**config.mk**
```make
export PLATFORM = sky130hd
export DESIGN_NAME = spr_dma_ctrl
export DESIGN_NICKNAME = d
export VERILOG_FILES = /design/src/rtl/spr_dma_ctrl.sv
export SDC_FILE = /design/constraint.sdc
export NUM_CORES = 1
export LEC_CHECK = 0
export ABC_AREA = 0
export CAP_MARGIN = 20
export CORE_UTILIZATION = 40
export CTS_BUF_LIST = sky130_fd_sc_hd__clkbuf_4
export CTS_CLUSTER_DIAMETER = 100
export DETAILED_ROUTE_END_ITERATION = 7
export PLACE_DENSITY = 0.77
export SYNTH_ARGS = -nofsm -noshare
export SYNTH_HDL_FRONTEND = slang
export SYNTH_SLANG_ARGS = --single-unit
```
**constraint.sdc**
```tcl
create_clock -name clk -period 2.4 [get_ports clk]
set_input_delay 0.48 -clock clk [delete_from_list [all_inputs] [get_ports clk]]
set_output_delay 0.48 -clock clk [all_outputs]
set_load 0.03 [all_outputs]
```
**src/rtl/spr_dma_ctrl.sv**
```systemverilog
// -----------------------------------------------------------------------------
// spr_dma_ctrl -- sprite DMA controller.
//
// A CPU write to DMA_TRIG_ADDR halts the CPU and copies the 256-byte page
// {cpu_wdata, 8'h00} .. {cpu_wdata, 8'hFF} into the SPR-RAM data register at
// DMA_DEST_ADDR, one READ cycle followed by one WRITE cycle per byte.
//
// Optional feature (macro SPR_DMA_ALIGN_EN):
//   defined   : a free-running parity bit is kept; a DMA whose HALT cycle
//               falls on an odd cycle inserts one ALIGN cycle (514 busy cycles).
//   undefined : HALT always goes straight to READ (513 busy cycles).
//
// Ports:
//   clk        in   1   system clock, rising edge
//   rst_n      in   1   asynchronous active-low reset
//   cpu_addr   in  16   CPU bus address
//   cpu_wdata  in   8   CPU write data (source page on trigger)
//   cpu_we     in   1   CPU write strobe
//   cpu_rdy    out  1   1 = CPU may run, 0 = CPU halted
//   dma_busy   out  1   1 = DMA owns the bus
//   dma_addr   out 16   DMA bus address
//   dma_rdata  in   8   bus read data, valid in the same cycle as dma_addr
//   dma_we     out  1   DMA write strobe
//   dma_wdata  out  8   DMA write data
// -----------------------------------------------------------------------------
module spr_dma_ctrl #(
   parameter logic [15:0] DMA_TRIG_ADDR = 16'h4014,
   parameter logic [15:0] DMA_DEST_ADDR = 16'h2004
) (
   input  logic        clk,
   input  logic        rst_n,
   input  logic [15:0] cpu_addr,
   input  logic [7:0]  cpu_wdata,
   input  logic        cpu_we,
   output logic        cpu_rdy,
   output logic        dma_busy,
   output logic [15:0] dma_addr,
   input  logic [7:0]  dma_rdata,
   output logic        dma_we,
   output logic [7:0]  dma_wdata
);

   typedef enum logic [2:0] {
      S_IDLE  = 3'd0,
      S_HALT  = 3'd1,
      S_ALIGN = 3'd2,
      S_READ  = 3'd3,
      S_WRITE = 3'd4
   } state_t;

   state_t      state_q, state_d;
   logic [7:0]  page_q, page_d;
   logic [7:0]  idx_q, idx_d;
   logic [7:0]  data_q, data_d;
   logic        trig;

   assign trig = cpu_we && (cpu_addr == DMA_TRIG_ADDR);

`ifdef SPR_DMA_ALIGN_EN
   // Toggles every cycle from reset; decides whether HALT needs an ALIGN slot.
   logic parity_q;

   always_ff @(posedge clk or negedge rst_n) begin
      if (!rst_n) begin
         parity_q <= 1'b0;
      end else begin
         parity_q <= ~parity_q;
      end
   end
`endif

   always_ff @(posedge clk or negedge rst_n) begin
      if (!rst_n) begin
         state_q <= S_IDLE;
         page_q  <= 8'h00;
         idx_q   <= 8'h00;
         data_q  <= 8'h00;
      end else begin
         state_q <= state_d;
         page_q  <= page_d;
         idx_q   <= idx_d;
         data_q  <= data_d;
      end
   end

   // Outputs decode from state only, so reset drives them to idle values
   // asynchronously through state_q.
   always_comb begin
      state_d   = state_q;
      page_d    = page_q;
      idx_d     = idx_q;
      data_d    = data_q;
      cpu_rdy   = 1'b1;
      dma_busy  = 1'b0;
      dma_we    = 1'b0;
      dma_addr  = 16'h0000;
      dma_wdata = 8'h00;

      case (state_q)
         S_IDLE: begin
            if (trig) begin
               page_d  = cpu_wdata;
               idx_d   = 8'h00;
               state_d = S_HALT;
            end
         end
         S_HALT: begin
            cpu_rdy  = 1'b0;
            dma_busy = 1'b1;
`ifdef SPR_DMA_ALIGN_EN
            state_d  = parity_q ? S_ALIGN : S_READ;
`else
            state_d  = S_READ;
`endif
         end
         S_ALIGN: begin
            cpu_rdy  = 1'b0;
            dma_busy = 1'b1;
            state_d  = S_READ;
         end
         S_READ: begin
            cpu_rdy  = 1'b0;
            dma_busy = 1'b1;
            // idx is 8 bits wide, so the source address wraps inside the page.
            dma_addr = {page_q, idx_q};
            data_d   = dma_rdata;
            state_d  = S_WRITE;
         end
         S_WRITE: begin
            cpu_rdy   = 1'b0;
            dma_busy  = 1'b1;
            dma_we    = 1'b1;
            dma_addr  = DMA_DEST_ADDR;
            dma_wdata = data_q;
            // A trigger seen here is dropped: only IDLE accepts triggers.
            if (idx_q == 8'hFF) begin
               state_d = S_IDLE;
            end else begin
               idx_d   = idx_q + 8'd1;
               state_d = S_READ;
            end
         end
         default: begin
            state_d = S_IDLE;
         end
      endcase
   end

endmodule

```
==> flow_summary.toml <==
[outcome]
outcome = "finished clean"

[power]
p_switching_mw = 0.9499
comb_power_share_pct = 55.5
power_density_nw_per_um2 = 1073
leakage_nw = 0.9101
p_sw_share_pct = 43.63
seqPwrFrac_pct = 35.3
power.share.clock_pct = 9.2
ir_drop_mv = 0.3644
power.internal_mw = 1.228

[synth]
synth_top_area_share_pct = 48.39
yosysMostFrequentCell = "dfrtp_1"
yosysSeqAreaShare_pct = 48.39
yosys-top-cells-area = "dfrtp_1 48%, mux2_2 13%, and2_1 9.9%, nand2_1 3.0%, o211ai_1 2.7%"
syn_avg_cell_area_um2 = 10.50
synth_top_flop_cell = "dfrtp_1"
async_flop_share_pct = 100.0
syn_area_um2 = 1396
netlist_top_cells_count = "27 x dfrtp_1, 22 x and2_1, 16 x mux2_2"
synth_nets = 169
synth_top_cell_by_area = "dfrtp_1"
synth-seq-cells = 27
yosys_warnings = 0
syn_inst = 133
synth-edff-count = 0
ys_types = 31

[global_route]
grt_first_pass_wirelength_mm = 4.816
grt_pass1_vias = 1094
grt_use_met3_pct = 3.782
grt_busiest_layer = "met2"
antenna_found_initial = 0
met1_usage_pct = 21.62
grtUsageTotal_pct = 18.10
grt_max_degree = 28
use_met2_pct = 30.43
grt_overflow_total = 0

[hold_path]
hold_class = "primary input to asynchronous set/reset pin"

[sta]
slew_violations = 0
period_share_pct = 95.09
rsz0062_at_grt = "no"
worst_pin_slew_ns = 0.3517
max_freq_mhz = 438.2
fin_skew_ns = 0.002394
relSlewSlack_pct = 76.55
hold_violations = 0
worst_slack_ns = 0.1178
period_needed_ns = 2.282
setup_viol = 0

[layout]
antenna_cells = 0
fin_cells = 242
fin_util_pct = 60.82
drive_gt1_share_pct = 25.51
area_growth_pct = 45.34
layout.nets = 233

[cts]
clk_pin_slew_ns = 0.15
hold_buffers = 0
clock-sinks = 27
cts_tree = "built"
cts_buffers = 3
cts-root-buf = "clkbuf_4"
clk_latency_ns = 0.33
cts_max_path_buffers = 2
htreeDepth = 1

[placed_design]
port_buffers = 61
dp_cells = 238
finalWeightedCongestion = 0.8086
dpl_worst_slack_ns = -0.003654
place_hpwl_mm = 2.406

[floorplan]
ios = 62
rows = 21
fp.coreArea_um2 = 3337
die_h_um = 61.09
die_w_um = 61.09
die_area_um2 = 3731
initial_core_util_pct = 41.84

[worst_setup_path]
start_kind = "register"
cp_max_fo = 10
arrival_ns = 1.80
crit_path_end_kind = "primary output"
crit_type = "register to primary output"
required_ns = 1.92

[drt]
avgViaCountPerCell = 5.004
wl_per_cell_um = 13.35
drc_errors = 0
postRouteAntennaNets = 0
vias = 1211
dr.pass1.iters = 4
drtIter0Drc = 44
wirelength_mm = 3.231

[run]
maxCapViolCount = 0
flip-flops by register name, indices dropped and copies added (netlist names):
register and count:
idx_q 8, page_q 8, state_q 3, data_q 8
per-layer routing:
metal / routed length (um) / up-vias
met4: 59 / 0
li1: - / 596
met1: 1320 / 570
met2: 1644 / 40
met3: 207 / 5
met5: 0 / -
worst max-delay path, stage by stage, from the launching register on:
cell and delay (ns):
dfrtp_1 0.45, or3b_1 0.52, inv_2 0.19, and2_1 0.15, buf_4 0.15
metrics by stage:
| step | hold slack [ns] | cell area, um2 | TNS, ns | power (mW) |
|---|---|---|---|---|
| after floorplan | 0.1844 | 1396 | 0 | 1.480 |
| after global placement | 0.4818 | 2002 | 0 | 1.956 |
| after detailed placement | 0.4895 | 2002 | -0.003654 | 1.998 |
| after CTS | 0.5009 | 2029 | 0 | 2.199 |
| after global routing | 0.5004 | 2029 | 0 | 2.353 |
| final | 0.4909 | 2029 | 0 | 2.177 |
cell type report:
cell class	instances	area (um2)
multi-input combinational	98	683.2
tap	46	57.56
fill	315	1308
inverter	2	7.507
timing repair buffer	65	578.1
clock buffer	3	22.52
sequential	27	675.6
clock inverter	1	5.005
cells by family after synthesis:
family / count (synthesis) / synth area share (%)
simple gates: 60 / 24.64
flops: 27 / 48.39
compound gates: 17 / 7.975
mux: 16 / 12.90
buf+inv: 8 / 2.688
xor+xnor: 4 / 2.509
fa+ha+maj: 1 / 0.8959
what timing repair did:
item | CTS | global route
gates resized for setup | 1 | 0
setup endpoints to repair | 1 | 0
buffers inserted | 0 | 0
power groups by stage:
stage | Clock, mW | Sequential (mW) | Combinational, mW
finish | 0.201 | 0.769 | 1.21
global route | 0.227 | 0.803 | 1.32
global placement | 0 | 0.769 | 1.19
CTS | 0.206 | 0.769 | 1.22
floorplan | 0 | 0.706 | 0.774
detailed placement | 0 | 0.780 | 1.22
final timing paths:
path | startpoint | cells after the start | slack (ns) | endpoint
worst max register to register | state_q[1] | 6 | 0.53 | idx_q[4]
worst min register to register | data_q[3] | 1 | 0.52 | data_q[3]
min in group clk | data_q[3] | 1 | 0.52 | data_q[3]
max in group asynchronous | rst_n | 2 | 1.65 | idx_q[3]
worst max-delay path | state_q[1] | 4 | 0.12 | dma_wdata[5]
worst min-delay path | rst_n | 2 | 0.49 | data_q[1]
layout by cell type, fill, tap and decap left out:
cell             instances
clkdlybuf4s50_1         36
buf_4                   29
dfrtp_1                 27
and2_1                  22
mux2_2                  16
nand2_1                 11
nand3_1                  6
o21ai_0                  6
o211ai_1                 5
nor2_1                   4
nand4_1                  4
nor2b_1                  3
clkbuf_4                 3
xnor2_1                  2
nor4b_1                  2
nand2b_1                 2
xor2_1                   2
o22ai_1                  2
or3b_1                   1
inv_2                    1
inv_1                    1
or4_1                    1
nor4_1                   1
nor3_1                   1
and4_1                   1
a41o_1                   1
a21oi_1                  1
o31a_1                   1
or4b_1                   1
a22oi_1                  1
ha_1                     1
clkinv_2                 1
(Power assumes the default switching activity.)
